<file path="config.mk">
export PLATFORM = sky130hd
export DESIGN_NAME = fifo_rd_stream_flat
export DESIGN_NICKNAME = d
export VERILOG_FILES = /design/src/rtl/fifo_rd_stream_if.sv /design/src/rtl/fifo_rd_stream.sv /design/src/flat_wrapper.sv
export SDC_FILE = /design/constraint.sdc
export NUM_CORES = 1
export LEC_CHECK = 0
export ABC_AREA = 0
export BUFFER_PORTS_ARGS = -buffer_cell sky130_fd_sc_hd__buf_2
export CAP_MARGIN = 20
export CELL_PAD_IN_SITES_DETAIL_PLACEMENT = 0
export CELL_PAD_IN_SITES_GLOBAL_PLACEMENT = 1
export CORE_MARGIN = 2
export CORE_UTILIZATION = 39
export CTS_BUF_LIST = sky130_fd_sc_hd__clkbuf_2 sky130_fd_sc_hd__clkbuf_4 sky130_fd_sc_hd__clkbuf_8
export DETAILED_ROUTE_END_ITERATION = 12
export GPL_ROUTABILITY_DRIVEN = 0
export PLACE_DENSITY_LB_ADDON = 0.3
export SETUP_SLACK_MARGIN = 0.3
export SKIP_CTS_REPAIR_TIMING = 1
export SLEW_MARGIN = 20
export SYNTH_ARGS = -nofsm -noshare
export SYNTH_HDL_FRONTEND = slang
export SYNTH_SLANG_ARGS = --single-unit
</file>
<file path="constraint.sdc">
create_clock -name clk -period 2.5 [get_ports clk]
set_input_delay 0.125 -clock clk [delete_from_list [all_inputs] [get_ports clk]]
set_output_delay 0.125 -clock clk [all_outputs]
set_load 0.03 [all_outputs]
</file>
<file path="src/rtl/fifo_rd_stream_if.sv">
// Read-side stream adapter bundle: FIFO show-ahead port, valid/ready stream, flush and status.
// The master modport is the adapter's view; the slave modport is the FIFO/consumer side.
interface fifo_rd_stream_if #(
    parameter int DATA_W = 4,
    parameter int CNT_W  = 16
);
    logic              i_fifo_empty;
    logic [DATA_W-1:0] i_fifo_rddata;
    logic              o_fifo_rden;
    logic              o_valid;
    logic [DATA_W-1:0] o_data;
    logic              i_ready;
    logic              i_flush;
    logic              o_idle;
    logic [CNT_W-1:0]  o_beat_cnt;

    modport master (
        input  i_fifo_empty,
        input  i_fifo_rddata,
        input  i_ready,
        input  i_flush,
        output o_fifo_rden,
        output o_valid,
        output o_data,
        output o_idle,
        output o_beat_cnt
    );

    modport slave (
        output i_fifo_empty,
        output i_fifo_rddata,
        output i_ready,
        output i_flush,
        input  o_fifo_rden,
        input  o_valid,
        input  o_data,
        input  o_idle,
        input  o_beat_cnt
    );
endinterface

</file>
<file path="src/rtl/fifo_rd_stream.sv">
// Pops a show-ahead FIFO into a 2-entry registered head/skid buffer feeding a valid/ready stream.
// Latency: FIFO non-empty at edge N gives o_valid after edge N+1; sustains 1 beat/clk.
// Backpressure: head holds while stalled, skid absorbs one beat, pops stop at occupancy 2.
module fifo_rd_stream #(
    parameter int DATA_W = 4,
    parameter int CNT_W  = 16
) (
    input  logic              clk,
    input  logic              rst,
    fifo_rd_stream_if.master  bus
);

    typedef enum logic [1:0] {
        OCC0 = 2'd0,
        OCC1 = 2'd1,
        OCC2 = 2'd2
    } occ_t;

    occ_t              state_q, state_d;
    logic [DATA_W-1:0] head_q,  head_d;
    logic [DATA_W-1:0] skid_q,  skid_d;
    logic [CNT_W-1:0]  cnt_q,   cnt_d;
    logic              pop;
    logic              deq;

    always_ff @(posedge clk or posedge rst) begin
        if (rst) begin
            state_q <= OCC0;
            head_q  <= '0;
            skid_q  <= '0;
            cnt_q   <= '0;
        end else begin
            state_q <= state_d;
            head_q  <= head_d;
            skid_q  <= skid_d;
            cnt_q   <= cnt_d;
        end
    end

    // Pop decision uses registered occupancy only, so i_ready never reaches o_fifo_rden.
    always_comb begin
        pop     = !rst && !bus.i_fifo_empty && !bus.i_flush && (state_q != OCC2);
        deq     = (state_q != OCC0) && bus.i_ready;
        state_d = state_q;
        head_d  = head_q;
        skid_d  = skid_q;
        cnt_d   = cnt_q + CNT_W'(deq);

        if (bus.i_flush) begin
            state_d = OCC0;
        end else begin
            unique case (state_q)
                OCC0: begin
                    if (pop) begin
                        head_d  = bus.i_fifo_rddata;
                        state_d = OCC1;
                    end
                end
                OCC1: begin
                    if (deq && pop) begin
                        head_d  = bus.i_fifo_rddata;
                    end else if (pop) begin
                        skid_d  = bus.i_fifo_rddata;
                        state_d = OCC2;
                    end else if (deq) begin
                        state_d = OCC0;
                    end
                end
                OCC2: begin
                    if (deq) begin
                        head_d  = skid_q;
                        state_d = OCC1;
                    end
                end
                default: state_d = OCC0;
            endcase
        end
    end

    assign bus.o_fifo_rden = pop;
    assign bus.o_valid     = (state_q != OCC0);
    assign bus.o_data      = head_q;
    assign bus.o_idle      = (state_q == OCC0) && bus.i_fifo_empty;
    assign bus.o_beat_cnt  = cnt_q;

    a_no_pop_on_empty: assert property (@(posedge clk) disable iff (rst)
        !(bus.o_fifo_rden && bus.i_fifo_empty));

endmodule

</file>
<file path="src/flat_wrapper.sv">
// flat-port wrapper written by rule: the top's interface ports become plain ports
module fifo_rd_stream_flat 
#(
    parameter int DATA_W = 4,
    parameter int CNT_W  = 16
)
  (clk, rst, bus_i_fifo_empty, bus_i_fifo_rddata, bus_i_ready, bus_i_flush, bus_o_fifo_rden, bus_o_valid, bus_o_data, bus_o_idle, bus_o_beat_cnt);
  fifo_rd_stream_if #(.DATA_W(DATA_W), .CNT_W(CNT_W)) bus_i ();
  input  logic clk;
  input  logic rst;
  input wire logic [$bits(bus_i.i_fifo_empty)-1:0] bus_i_fifo_empty;
  input wire logic [$bits(bus_i.i_fifo_rddata)-1:0] bus_i_fifo_rddata;
  input wire logic [$bits(bus_i.i_ready)-1:0] bus_i_ready;
  input wire logic [$bits(bus_i.i_flush)-1:0] bus_i_flush;
  output wire logic [$bits(bus_i.o_fifo_rden)-1:0] bus_o_fifo_rden;
  output wire logic [$bits(bus_i.o_valid)-1:0] bus_o_valid;
  output wire logic [$bits(bus_i.o_data)-1:0] bus_o_data;
  output wire logic [$bits(bus_i.o_idle)-1:0] bus_o_idle;
  output wire logic [$bits(bus_i.o_beat_cnt)-1:0] bus_o_beat_cnt;
  assign bus_i.i_fifo_empty = bus_i_fifo_empty;
  assign bus_i.i_fifo_rddata = bus_i_fifo_rddata;
  assign bus_i.i_ready = bus_i_ready;
  assign bus_i.i_flush = bus_i_flush;
  assign bus_o_fifo_rden = bus_i.o_fifo_rden;
  assign bus_o_valid = bus_i.o_valid;
  assign bus_o_data = bus_i.o_data;
  assign bus_o_idle = bus_i.o_idle;
  assign bus_o_beat_cnt = bus_i.o_beat_cnt;
  fifo_rd_stream #(.DATA_W(DATA_W), .CNT_W(CNT_W)) u_core (.clk(clk), .rst(rst), .bus(bus_i));
endmodule
</file>
==> impl_metrics.py <==
metrics = {
    "routing": {
        "route.met2.wl_microns": 987,
        "route.met3.wl_microns": 114,
        "postRouteWirelength_mm": 2.20,
        "post_drt_wl_per_cell_microns": 12.4,
        "drt_iter0_drc": 16,
        "vias_per_cell": 4.94,
        "dr_total_vias": 880,
        "drc": 0,
        "drt_pre_antenna_iters": 4,
        "route.layer.met1.wl_mm": 1.09,
        "number_of_nets_still_failing_antenna_checks_after_routing": 0,
        "top_layer_used_by_detailed_routing": "met4",
    },
    "sta": {
        "timing_worst_slew_pin_value_ps": 338,
        "fmax_mhz": 531,
        "final_max_slew_viol_count": 0,
        "setup_viol": 0,
        "final.period_utilization_pct": 75.3,
        "finalWorstPathRequiredPeriod_ps": 1880,
        "fin_skew_ps": 4.71,
        "rsz0062_at_grt": "false",
        "timing.setup.tns_ps": 0,
        "report.final.hold_viol_count": 0,
        "max-slew-margin-rel_pct": 77.5,
    },
    "run_status": {
        "status": "complete, no violations",
    },
    "synthesis": {
        "synthMuxAreaShare_pct": 7.56,
        "syn_inst": 108,
        "yosys.cell_types.count": 27,
        "synth-compound-area-share_pct": 3.99,
        "postSynthRegisterBits": 26,
        "synthesis.yosys.warnings": 0,
        "syn-num-nets": 119,
        "yosys.area_share.adder_pct": 2.10,
        "fraction_of_the_yosys_area_taken_by_sequential_cells_pct": 54.6,
        "xor_xnor_fraction_of_synth_area_pct": 10.3,
        "synth-simple-area-share_pct": 19.9,
        "syn-mean-instance-area_sq_um": 11.0,
        "synth_top_family_by_area": "simple AND/OR/NAND/NOR gates",
        "syn-cell-area_sq_mm": 0.00119,
    },
    "clock_tree": {
        "clockRootBuffer": "sky130_fd_sc_hd__clkbuf_4",
        "tritoncts_clock_tree": "built",
        "clock_tree.buffer_depth": 2,
        "clkLatencyLatePin_ps": 310,
        "htree_num_levels": 1,
        "cts.reportedPaths.clkPinSlew_ps": 140,
        "numClockSinks": 26,
        "clock_buffer_count_from_cts": 3,
    },
    "layout": {
        "final_core_utilization_pct": 48.6,
        "final_layout_size_suffix_gt1_share_pct": 30.3,
        "insertedDiodeCount": 0,
        "final_nets": 157,
        "syn_to_final_growth_pct": 21.3,
    },
    "global_routing": {
        "grt_antenna_before_repair": 0,
        "grt_pass1_wl_mm": 3.56,
        "global_route.overflow_total": 0,
        "total_routing_resource_utilization_after_global_routing_pct": 13.6,
        "grt_start_max_net_pins": 28,
        "via_count_of_the_first_global_routing_pass": 796,
    },
    "setup_path": {
        "r2r-end": "u_core.bus.o_beat_cnt[15]",
        "type_of_the_worst_setup_path": "flip-flop to flip-flop",
        "worst_r2r_path_depth": 7,
        "worst_ep_required_time_ps": 2700,
        "critical_path.max_stage_delay_ps": 450,
        "arrival_ps": 2080,
        "setup.worst_path.end_class": "flip-flop",
        "crit_slowest_cell": "sky130_fd_sc_hd__dfrtp_1",
        "worstPathMaxFanout": 6,
        "crit_chain": "or2_4 -> and2_1 -> ha_1 -> and3_1 -> nand3_1 -> nor3_1 -> xor2_1",
        "worst_setup_path_start_kind": "flip-flop",
        "ff2ff_setup_slack_ps": 620,
        "r2r_start": "u_core.state_q[0]",
        "crit_family": "simple AND/OR/NAND/NOR gates",
        "critical_path_buf_inv_count": 0,
    },
    "placed_design": {
        "count_of_buffers_from_port_buffering": 31,
        "place.detailed.hpwl_mm": 1.68,
    },
    "min_path": {
        "whs_path_depth": 2,
        "whs_endpoint": "u_core.state_q[0]",
        "min_path_type": "input port to flip-flop",
        "holdCritStartpoint": "bus_i_flush",
    },
    "power": {
        "p_leak_nw": 0.764,
        "max-vdd-ir-drop_mv": 0.338,
        "power_density_over_the_cells_mw_per_mm2": 680,
    },
    "floorplan": {
        "floorplan.initialDensity_pct": 40.0,
        "fp.dieArea_sq_mm": 0.00352,
        "die-width_microns": 59.3,
        "io_pins": 32,
        "floorplan.rows": 20,
        "core_sq_mm": 0.00298,
        "die_y_microns": 59.3,
    },
    "run": {
        "drv_cap": 0,
    },
}
## cells by family (layout without fill, tap and decap cells)
| family | count (synthesis) | in the layout |
|---|---|---|
| flip-flops | 26 | 26 |
| buffers and inverters | 5 | 42 |
| adder cells (fa/ha/maj) | 2 | 2 |
| multiplexers | 8 | 8 |
| XOR/XNOR | 14 | 14 |
| AND/OR/NAND/NOR | 47 | 47 |
| AO/OA/AOI/OAI | 6 | 6 |
## stage by stage
step	power (mW)	hold slack, ps	cell area, sq um	cells	worst slack [ps]
global placement	0.785	243	1400	173	678
finish	0.983	44.6	1450	178	618
CTS	0.999	-116	1440	177	596
detailed placement	0.790	249	1400	173	624
global route	1.03	36.2	1450	178	493
floorplan	0.702	174	1190	108	725
## registers in the layout, indices dropped and copies added, names as in the netlist
register	flops
u_core.skid_q	4
u_core.bus.o_beat_cnt	16
u_core.bus.o_data	4
u_core.state_q	2
## cells in the mapped netlist
library cell	number	area, sq um
sky130_fd_sc_hd__dfrtp_1	26	651
sky130_fd_sc_hd__nand2_1	15	56.3
sky130_fd_sc_hd__nand3_1	9	45.0
sky130_fd_sc_hd__xnor2_1	7	61.3
sky130_fd_sc_hd__xor2_1	7	61.3
sky130_fd_sc_hd__nor2_1	6	22.5
sky130_fd_sc_hd__inv_1	4	15.0
sky130_fd_sc_hd__mux2_1	4	45.0
sky130_fd_sc_hd__mux2_2	4	45.0
sky130_fd_sc_hd__nor3_1	4	20.0
sky130_fd_sc_hd__nand4_1	3	18.8
sky130_fd_sc_hd__and3_1	2	12.5
sky130_fd_sc_hd__and4_1	2	17.5
sky130_fd_sc_hd__ha_1	2	25.0
sky130_fd_sc_hd__a21o_1	1	7.51
sky130_fd_sc_hd__a21oi_1	1	5.00
sky130_fd_sc_hd__a21oi_4	1	16.3
sky130_fd_sc_hd__a31oi_1	1	6.26
sky130_fd_sc_hd__and2_1	1	6.26
sky130_fd_sc_hd__clkbuf_1	1	3.75
sky130_fd_sc_hd__nand2b_1	1	6.26
sky130_fd_sc_hd__nor2b_1	1	6.26
sky130_fd_sc_hd__nor4_1	1	6.26
sky130_fd_sc_hd__o211ai_1	1	7.51
sky130_fd_sc_hd__o21ai_1	1	5.00
sky130_fd_sc_hd__or2_4	1	8.76
sky130_fd_sc_hd__or3_4	1	11.3
## cell type report
class | instances | area [sq um]
fillers | 275 | 1530
flip-flops and latches | 26 | 651
multi-input cells | 77 | 523
repair buffers | 34 | 180
well taps | 33 | 41.3
clock buffers | 4 | 36.3
inverters | 4 | 15.0
## report_power, final
part	switching, mW	internal, mW
clock network	0.117	0.0889
registers	0.0490	0.481
logic	0.165	0.0822
## per-layer routing
layer | vias up | global-route usage (%)
li1 | 448 | -
met1 | 409 | 20.1
met2 | 21 | 19.0
met3 | 2 | 2.18
met4 | 0 | 6.82
met5 | - | 0
## how the worst max path moves through the flow
stage	from	endpoint	cells after the start
final	u_core.state_q[0]	u_core.bus.o_beat_cnt[15]	7
after global routing	u_core.state_q[0]	u_core.bus.o_beat_cnt[15]	7
after CTS	u_core.state_q[0]	u_core.bus.o_beat_cnt[15]	7
after detailed placement	u_core.state_q[0]	u_core.bus.o_beat_cnt[15]	7
after global placement	u_core.state_q[0]	u_core.bus.o_beat_cnt[15]	7
after floorplan	u_core.state_q[0]	u_core.bus.o_beat_cnt[15]	7
## placed cells by master (no fill, tap or decap), types with 3 or more instances in the layout
master and count:
sky130_fd_sc_hd__nor2_1 6, sky130_fd_sc_hd__nand3_1 9, sky130_fd_sc_hd__mux2_2 4, sky130_fd_sc_hd__clkbuf_4 3, sky130_fd_sc_hd__buf_2 31, sky130_fd_sc_hd__nand4_1 3
sky130_fd_sc_hd__dfrtp_1 26, sky130_fd_sc_hd__mux2_1 4, sky130_fd_sc_hd__nand2_1 15, sky130_fd_sc_hd__nor3_1 4, sky130_fd_sc_hd__xor2_1 7, sky130_fd_sc_hd__xnor2_1 7
sky130_fd_sc_hd__inv_1 4
Power figures use the tool's default switching activity.
